`config.mk`:
```
export PLATFORM = sky130hd
export DESIGN_NAME = timer_bank
export DESIGN_NICKNAME = d
export VERILOG_FILES = /design/src/rtl/timer_bank.sv
export SDC_FILE = /design/constraint.sdc
export NUM_CORES = 1
export LEC_CHECK = 0
export BUFFER_PORTS_ARGS = -buffer_cell sky130_fd_sc_hd__buf_2
export CAP_MARGIN = 20
export CORE_MARGIN = 2
export CORE_UTILIZATION = 55
export DETAILED_ROUTE_END_ITERATION = 16
export PLACE_DENSITY = 0.72
export SLEW_MARGIN = 30
export SYNTH_ARGS = -nofsm -noshare
export SYNTH_HDL_FRONTEND = slang
export SYNTH_SLANG_ARGS = --single-unit
```
`constraint.sdc`:
```
create_clock -name clk -period 11.35 [get_ports clk]
set_input_delay 2.27 -clock clk [delete_from_list [all_inputs] [get_ports clk]]
set_output_delay 2.27 -clock clk [all_outputs]
set_load 0.01 [all_outputs]
```
`src/rtl/timer_bank.sv`:
```
// -----------------------------------------------------------------------------
// timer_bank
//   Memory-mapped bank of CHANNELS independent WIDTH-bit up-counters. Each
//   channel has a compare target, one-shot or periodic mode, and a
//   write-1-to-clear match flag. The flag can be masked onto the shared irq
//   line. The bank sits on the CPU data bus next to dmem.
//
//   Register map (word address: addr[ADDR_W-1:2] = channel, addr[1:0] = reg)
//     channel c < CHANNELS:
//       0 CTRL   [0]=EN  [1]=AUTO (1 periodic / 0 one-shot)  [2]=IE
//       1 COUNT  running counter (RW)
//       2 TARGET compare value (RW)
//       3 STATUS [0]=FLAG, write 1 to clear
//     channel == CHANNELS (global page):
//       0 PRESC  prescale compare (only with TIMER_BANK_PRESCALE_EN)
//     any other address reads 0 and ignores writes.
//
//   Build option: define TIMER_BANK_PRESCALE_EN to add the shared prescaler.
//   Without it every clock cycle is a tick.
//
// Ports
//   clk    clock
//   rst    asynchronous active-high reset
//   sel    bus select; no write side effects when low
//   we     write strobe, qualified by sel
//   addr   word address
//   wdata  write data
//   rdata  combinational read data for addr
//   irq    OR over channels of (FLAG & IE), from registered state only
// -----------------------------------------------------------------------------
module timer_bank #(
  parameter int WIDTH    = 32,
  parameter int CHANNELS = 4,
  parameter int ADDR_W   = 5
) (
  input  logic              clk,
  input  logic              rst,
  input  logic              sel,
  input  logic              we,
  input  logic [ADDR_W-1:0] addr,
  input  logic [WIDTH-1:0]  wdata,
  output logic [WIDTH-1:0]  rdata,
  output logic              irq
);

  localparam int CH_W = ADDR_W - 2;

  localparam logic [1:0] REG_CTRL   = 2'd0;
  localparam logic [1:0] REG_COUNT  = 2'd1;
  localparam logic [1:0] REG_TARGET = 2'd2;
  localparam logic [1:0] REG_STATUS = 2'd3;

  logic [CH_W-1:0] chan;
  logic [1:0]      reg_idx;
  logic            wr_en;
  logic            tick;

  assign chan    = addr[ADDR_W-1:2];
  assign reg_idx = addr[1:0];
  assign wr_en   = sel & we;

  // Per-channel readback values, collected for the read mux.
  logic [WIDTH-1:0]    ctrl_rd   [CHANNELS];
  logic [WIDTH-1:0]    count_rd  [CHANNELS];
  logic [WIDTH-1:0]    target_rd [CHANNELS];
  logic [WIDTH-1:0]    status_rd [CHANNELS];
  logic [CHANNELS-1:0] irq_src;

`ifdef TIMER_BANK_PRESCALE_EN
  logic [WIDTH-1:0] presc_reg;
  logic [WIDTH-1:0] p_reg;
  logic             presc_wr;

  assign presc_wr = wr_en && (chan == CH_W'(CHANNELS)) && (reg_idx == REG_CTRL);
  // One tick every PRESC+1 cycles; PRESC=0 ticks every cycle.
  assign tick     = (p_reg == presc_reg);

  always_ff @(posedge clk or posedge rst) begin
    if (rst) begin
      presc_reg <= '0;
      p_reg     <= '0;
    end else begin
      if (presc_wr) begin
        presc_reg <= wdata;
      end
      // Writing PRESC restarts the prescale period so the new ratio is exact.
      if (presc_wr || tick) begin
        p_reg <= '0;
      end else begin
        p_reg <= p_reg + 1'b1;
      end
    end
  end
`else
  assign tick = 1'b1;
`endif

  genvar gi;
  generate
    for (gi = 0; gi < CHANNELS; gi++) begin : g_chan
      logic             ch_wr;
      logic             match;
      logic             en_reg, auto_reg, ie_reg, flag_reg;
      logic [WIDTH-1:0] count_reg, target_reg;
      logic             en_next, flag_next;
      logic [WIDTH-1:0] count_next;

      assign ch_wr = wr_en && (chan == CH_W'(gi));
      // Match always looks at the pre-edge COUNT, even if software
      // overwrites COUNT on the same edge.
      assign match = en_reg & tick & (count_reg == target_reg);

      always_comb begin
        count_next = count_reg;
        en_next    = en_reg;
        flag_next  = flag_reg;

        if (match) begin
          count_next = auto_reg ? '0 : count_reg;
          if (!auto_reg) begin
            en_next = 1'b0;
          end
        end else if (en_reg && tick) begin
          count_next = count_reg + 1'b1;
        end

        // Software writes take priority over the counter's own update.
        if (ch_wr && reg_idx == REG_COUNT) begin
          count_next = wdata;
        end
        if (ch_wr && reg_idx == REG_CTRL) begin
          en_next = wdata[0];
        end

        // A new match wins over a coincident write-1-to-clear.
        if (match) begin
          flag_next = 1'b1;
        end else if (ch_wr && reg_idx == REG_STATUS && wdata[0]) begin
          flag_next = 1'b0;
        end
      end

      always_ff @(posedge clk or posedge rst) begin
        if (rst) begin
          en_reg     <= 1'b0;
          auto_reg   <= 1'b0;
          ie_reg     <= 1'b0;
          flag_reg   <= 1'b0;
          count_reg  <= '0;
          target_reg <= '0;
        end else begin
          en_reg    <= en_next;
          flag_reg  <= flag_next;
          count_reg <= count_next;
          if (ch_wr && reg_idx == REG_CTRL) begin
            auto_reg <= wdata[1];
            ie_reg   <= wdata[2];
          end
          if (ch_wr && reg_idx == REG_TARGET) begin
            target_reg <= wdata;
          end
        end
      end

      assign ctrl_rd[gi]   = {{(WIDTH-3){1'b0}}, ie_reg, auto_reg, en_reg};
      assign count_rd[gi]  = count_reg;
      assign target_rd[gi] = target_reg;
      assign status_rd[gi] = {{(WIDTH-1){1'b0}}, flag_reg};
      assign irq_src[gi]   = flag_reg & ie_reg;
    end
  endgenerate

  assign irq = |irq_src;

  always_comb begin
    rdata = '0;
    for (int c = 0; c < CHANNELS; c++) begin
      if (chan == CH_W'(c)) begin
        case (reg_idx)
          REG_CTRL:   rdata = ctrl_rd[c];
          REG_COUNT:  rdata = count_rd[c];
          REG_TARGET: rdata = target_rd[c];
          default:    rdata = status_rd[c];
        endcase
      end
    end
`ifdef TIMER_BANK_PRESCALE_EN
    if (chan == CH_W'(CHANNELS) && reg_idx == REG_CTRL) begin
      rdata = presc_reg;
    end
`endif
  end

endmodule

```
# == Word-level counts from Yosys, hierarchy flattened ==
# Index checks and enable logic that the tools add are counted.
# totals
wordCells,146
out_inout_bits,33
inputBits,41
reg_bits,272
# op_classes
bitwise,9
n_addsub,4
n_mux,44
n_reduce_logical,47
n_eq_ne,18
# op_table
op,n
$mux W32,20
$pmux W32 S3,4
$add A32 B1 Y32 const B,4
$eq A32 B32 Y1,4
$logic_and A1 B1 Y1,24
$mux W1,20
$reduce_and A2 Y1,8
$reduce_bool A2 Y1,8
$ne A3 B1 Y1 const B,4
$reduce_bool A3 Y1,4
$and A1 B1 Y1,9
$ne A2 B1 Y1 const B,4
$eq A3 B2 Y1 const B,2
$eq A2 B2 Y1 const B,2
$reduce_or A4 Y1,1
$eq A3 B1 Y1 const B,1
$logic_not A3 Y1,1
$eq A2 B1 Y1 const B,1
$logic_not A2 Y1,1

# == Logic depth before layout (Yosys ltp) ==
# Gate-level depths: netlist of the first run.
# depth
word_depth,6
ltp_mapped,11
depth_no_buf,8

# == Worst setup path before layout of the first run ==
# Ideal clock, no wire load.
# synth_path
path_kind,input-to-output
start,in addr[0]
end,out rdata[30]
path_slack_ns,5.335
t_arrival_ns,3.745
n_path_buf,3
cell_stages,8
required_time_ns,9.080
path_cell_list,buf_1 > nor2b_1 > clkbuf_1 > clkbuf_1 > a22oi_1 > o22ai_1 > a21oi_1 > o21ai_0
# synth_via
elab_chain_cells,6
word_cells_on_any_way,11
classes_between,eq/ne: 2; mux: 8; reduce/logical: 1
# synth_lines
item,line_no,rtl
"start, declared",40,"input logic [ADDR_W-1:0] addr,"
"$eq A2 B2 Y1, or another cell as far along",179,case (reg_idx)
$pmux W32 S3,179,
$mux W32 (3 in series),178,if (chan == CH_W'(c)) begin
$mux W32 (*),178,
"end, declared",42,"output logic [WIDTH-1:0] rdata,"
# Mark *: on every way between the ends. The rest lies on a longest branch, timed or not.

# == Worst setup path after layout of the first run ==
# layout_path
start,in addr[0]
end,out rdata[28]
# The elaborated chain is that of the path after synthesis.

==> results.toml, run 1 <==
[synthesis]
yosys_warnings = 0
syn-cell-area_um2 = 17530
syn-num-nets = 1961
synth_edf_count = 0
synthFlopType = "dfrtp_1"
ys_seq_area_frac = 0.3883
ys_seq_elements = 272
async_flop_share = 1.000
syn_inst = 1916
netlist-cell-type-count = 73
syn_avg_cell_area_um2 = 9.148

[critical_path]
end_kind = "output pin"
worst-path-buf-inv = 4
crit_slowest_cell = "nor2b_4"
crit_chain = "buf_2, nor2b_4, buf_16, buf_4, a22oi_1, o22a_1, o221ai_1, buf_2"
critPathMaxStageDelay_ns = 0.72
crit_fanout = 60
worstPathArrival_ns = 5.07
crit_top_cell = "buf_2"
cpLargestDelayFamily = "buffers and inverters"
cp-start-kind = "input pin"
worstSetupPathType = "in -> out"
cp.required_ns = 9.08

[finish]
mostFrequentLayoutCells = "dfrtp_1 (272), nand2_1 (143), mux2_2 (140), nor2_1 (130), a21oi_1 (126)"
nFillCells = 2742
drive_above_1_share = 0.1695
layout.nets = 1905
final_common_cell = "dfrtp_1"
instances_no_fill = 2285
area_growth_pct = 8.023

[clock_network]
cts_tree = "done"
cts_num_sinks = 272
clockBufferDepth = 3
ctsHoldBuffers = 0
clock-root-buffer = "clkbuf_16"
cts.clk_slew.worst_paths_ns = 0.06
cts-resized-gates = 0
cts_buffers = 30
h-tree-depth = 1
postCtsSetupRepairBufs = 0
clock_latency_ns = 0.58

[power]
vdd_drop_max_uv = 172.1
p_leak_nw = 7.782
power.total_mw = 3.664
power.density_nw_per_um2 = 193.5

[routing]
drt-total-wl_um = 66940
drt_iter0_markers = 2540
dr.pass1.iters = 6
drt-wirelength-per-cell_um = 29.30
vias = 16220
vias_per_cell = 7.099
ant_nets = 0
drc = 0

[sta]
final-hold-violation-count = 0
maxSlewHeadroom = 0.4221
setup_tns_ns = 0
max_slew.worst_pin.slew_ns = 0.8648
whs_ns = 0.5429
min_period_ns = 7.343
setup_ws_ns = 4.007
setup_viol = 0
rsz0062_at_grt = "false"
fin_skew_ns = 0.01127
max_clock_freq_ghz = 0.1362
fin_crit_sh = 0.6470
slew_violations = 0

[floorplan]
fp-row-count = 65
dieArea_um2 = 33310
start_util = 0.5569
num_io_pins = 74
die_w_um = 182.5
core_um2 = 31470
die_h_um = 182.5

[run]
drv_cap = 0

[global_route]
grt_max_degree = 101
first_global_vias = 14740
grt_pass1_wl_um = 97950
antenna_found_initial = 2
grt_overflow = 0
grt_usage = 0.3972

[worst_hold_path]
min_path_type = "reg -> reg"

[place]
dp_worst_setup_slack_ns = 3.904
dp_cells = 2230
portBuffers = 73
gp_congestion = 1.018
hpwlAfterDp_um = 45920

[status]
status = "complete, no violations"
[synth_stat cells (28+ instances only)]
library cell | instances | area share
o21ai_0 | 91 | 0.026
nand2_1 | 143 | 0.031
mux2i_1 | 48 | 0.027
nor3_1 | 35 | 0.010
buf_2 | 37 | 0.011
a21oi_1 | 127 | 0.036
and3_1 | 28 | 0.010
o22a_1 | 28 | 0.014
nand3_1 | 64 | 0.018
xnor2_1 | 94 | 0.047
dfrtp_1 | 272 | 0.39
mux2_2 | 140 | 0.090
nand4_1 | 57 | 0.020
xor2_1 | 36 | 0.018
a22oi_1 | 123 | 0.053
nor2_1 | 130 | 0.028
o221ai_1 | 29 | 0.014
clkbuf_1 | 134 | 0.029
[per-stage QoR]
step,utilization,instance area (um^2)
after floorplan,-,17530
after global placement,0.5683,17890
after detailed placement,0.5695,17920
after CTS,0.6011,18920
after global routing,0.6015,18930
final,0.6016,18930
[path summary, 6_finish.rpt]
kind / startpoint / end / slack (ns) / cells after the start
worst max-delay path: addr[0] / rdata[28] / 4.01 / 8
worst min-delay path: g_chan[1].ie_reg$_DFFE_PP0P_ / g_chan[1].ie_reg$_DFFE_PP0P_ / 0.54 / 1
worst max register to register: g_chan[2].count_reg[6]$_DFFE_PP0P_ / g_chan[2].count_reg[5]$_DFFE_PP0P_ / 8.04 / 7
worst min register to register: g_chan[1].ie_reg$_DFFE_PP0P_ / g_chan[1].ie_reg$_DFFE_PP0P_ / 0.54 / 1
max in group asynchronous: rst / g_chan[0].count_reg[31]$_DFFE_PP0P_ / 7.73 / 4
min in group asynchronous: rst / g_chan[3].count_reg[3]$_DFFE_PP0P_ / 1.73 / 2
[power by group]
| part | internal [mW] | switching [mW] |
|---|---|---|
| registers | 1.17 | 0.479 |
| clock network | 0.586 | 0.416 |
| logic | 0.456 | 0.558 |
| total | 2.21 | 1.45 |
[worst reg2reg max path, delay by kind of cell, from the launching register on]
family	cells	cell delay, ns
flops	1	0.49
simple gates	3	1.48
compound gates	3	0.96
xor+xnor	1	0.25
[cell type report]
| type | count | area [um^2] | area share |
|---|---|---|---|
| diodes | 1 | 2.502 | 0.0001322 |
| flip-flops and latches | 272 | 6807 | 0.3595 |
| clock buffers | 44 | 894.6 | 0.04725 |
| multi-input cells | 1431 | 9931 | 0.5245 |
| well taps | 402 | 503.0 | 0.02656 |
| repair buffers | 99 | 591.8 | 0.03126 |
| clock inverters | 10 | 100.1 | 0.005286 |
| inverters | 26 | 105.1 | 0.005551 |
[logic make-up after synthesis]
logic type / after synthesis / share of synthesized area
buffers and inverters: 213 / 0.04940
muxes: 192 / 0.1225
adders and majority gates: 4 / 0.002855
AOI/OAI and AO/OA: 511 / 0.1977
xor gates and xnor gates: 130 / 0.06496
and+or+nand+nor: 594 / 0.1743
DFF: 272 / 0.3883
[metal layers]
layer	vias up	global-route usage	wire length [um]
met4	0	0.2165	4258
met1	7949	0.5490	25630
met2	1086	0.5875	29080
met3	227	0.07903	7968
li1	6960	-	-
met5	-	0	0
No activity file was read; power rests on OpenSTA's default activity.
==> run 2, diff against run 1 <==
Clock period 11.35 ns to 7.15 ns, I/O delays scaled along.
==> run 2 against run 1 <==
Sequential cell count unchanged. Wire length decreased by 0.93%. Clock skew about the same. Register-to-register slack got worse by 4.2 ns. Power grew 64%. Largest power group unchanged. Highest routed layer unchanged.
==> results.toml, run 2 (synthesized netlist as in run 1, its figures left out) <==
[status]
status = "complete, no violations"

[place]
gp_congestion = 1.037
hpwlAfterDp_um = 45470
portBuffers = 73
dp_cells = 2225

[clock_network]
cts.clk_slew.worst_paths_ns = 0.05
cts-resized-gates = 0
cts_num_sinks = 272
cts_buffers = 31
h-tree-depth = 1
clock-root-buffer = "clkbuf_16"
clockBufferDepth = 3
postCtsSetupRepairBufs = 0
ctsHoldBuffers = 0
cts_tree = "done"
clock_latency_ns = 0.57

[critical_path]
crit_fanout = 89
end_kind = "output pin"
crit_chain = "buf_2, nor2b_4, buf_12, a22oi_1, o22ai_1, a21oi_1, o21ai_0, buf_2"
r2r_end = "g_chan[2].count_reg[19]$_DFFE_PP0P_"
crit_top_cell = "buf_2"
critPathLaunch = "addr[1]"
rr_worst_depth = 7
cp-start-kind = "input pin"
cpLargestDelayFamily = "buffers and inverters"
worstSetupPathType = "in -> out"
crit_slowest_cell = "nor2b_4"
reg2reg_from = "g_chan[2].en_reg$_DFFE_PP0P_"
r2r_slack_ns = 3.83
critPathMaxStageDelay_ns = 0.77
cp.required_ns = 5.72
worst-path-buf-inv = 3
worstPathArrival_ns = 3.89

[sta]
setup_viol = 0
maxSlewHeadroom = 0.3612
slew_violations = 0
rsz0062_at_grt = "false"
max_slew.worst_pin.slew_ns = 0.9582
fin_skew_ns = 0.01173
max_clock_freq_ghz = 0.1880
setup_tns_ns = 0
final-hold-violation-count = 0
whs_ns = 0.5460
fin_crit_sh = 0.7440
min_period_ns = 5.320

[routing]
drt-total-wl_um = 66320
dr.pass1.iters = 6
drt-wirelength-per-cell_um = 29.06
drc = 0
vias_per_cell = 7.047
drt_iter0_markers = 2146
ant_nets = 0
vias = 16080

[global_route]
grt_overflow = 0
first_global_vias = 15080
grt_pass1_wl_um = 98580
antenna_found_initial = 1
grt_usage = 0.3968
grt_max_degree = 134

[power]
p_leak_nw = 7.806
vdd_drop_max_uv = 227.5
power.density_nw_per_um2 = 315.3

[worst_hold_path]
min_from = "g_chan[3].ie_reg$_DFFE_PP0P_"
min_to = "g_chan[3].ie_reg$_DFFE_PP0P_"
min_path_type = "reg -> reg"
holdPathStages = 1

[finish]
final_common_cell = "dfrtp_1"
instances_no_fill = 2282
nFillCells = 2722
drive_above_1_share = 0.1684
multi_input_area_um2 = 9931
seqCellArea_um2 = 6808
mostFrequentLayoutCells = "dfrtp_1 (271), nand2_1 (143), mux2_2 (140), nor2_1 (130), a21oi_1 (126)"
layout.nets = 1901
area_growth_pct = 8.716

[run]
drv_cap = 0

[floorplan]
core_um2 = 31470
dieArea_um2 = 33310
die_w_um = 182.5
fp-row-count = 65
num_io_pins = 74
die_h_um = 182.5
start_util = 0.5569
[run 2: cell types whose count changed in the layout (fill, tap and decap cells not counted), moves of 2 or more]
cell and change:
bufinv_16 +6, buf_12 +3, clkinvlp_4 +3, clkinv_2 -6
diode_2 +3, buf_4 -5, clkbuf_1 -2, buf_6 -2
[run 2: worst max-delay path by stage]
stage,cells after the start,to,slack (ns)
after floorplan,1,g_chan[0].auto_reg$_DFFE_PP0P_,2.12
after global placement,8,rdata[30],2.03
after detailed placement,8,rdata[30],1.96
after CTS,8,rdata[30],1.96
after global routing,8,rdata[30],1.72
final,8,rdata[30],1.83
[run 2: area by class of cell]
cell class | count | share of cell area
diodes | 4 | 0.0005253
well taps | 402 | 0.02640
multi-input cells | 1431 | 0.5211
flip-flops and latches | 272 | 0.3573
clock inverters | 12 | 0.01392
inverters | 26 | 0.005318
clock buffers | 41 | 0.04583
repair buffers | 94 | 0.02961
[run 2: worst register-to-register path, cell delays in order (launching register included)]
cell and delay (ns):
dfrtp_1 0.49, inv_1 0.33, a211o_1 0.41, a2111oi_4 0.41, a41o_1 0.62, and2_1 0.61, o21ai_0 0.20, o311ai_0 0.13
[run 2: report_power, final]
| group | internal, mW | switching (mW) |
|---|---|---|
| sequential | 1.86 | 0.747 |
| combinational | 0.721 | 0.862 |
| clock | 1.14 | 0.686 |
[run 2: through the flow]
| stage | worst slack [ns] | power, mW | utilization | instance area (um^2) |
|---|---|---|---|---|
| 4_1_cts | 1.963 | 5.949 | 0.6049 | 19040 |
| 5_1_grt | 1.725 | 6.252 | 0.6051 | 19050 |
| 6_report | 1.830 | 6.008 | 0.6054 | 19060 |
| 3_5_place_dp | 1.957 | 4.139 | 0.5687 | 17900 |
| 2_1_floorplan | 2.125 | 3.556 | - | 17530 |
| 3_3_place_gp | 2.026 | 4.096 | 0.5684 | 17890 |
[run 2: layer usage]
metal	track usage	vias up	share of wire
met5	0	-	0
met2	0.5770	982	0.42
met1	0.5364	7912	0.39
li1	-	6941	-
met3	0.08721	247	0.11
met4	0.2532	0	0.080
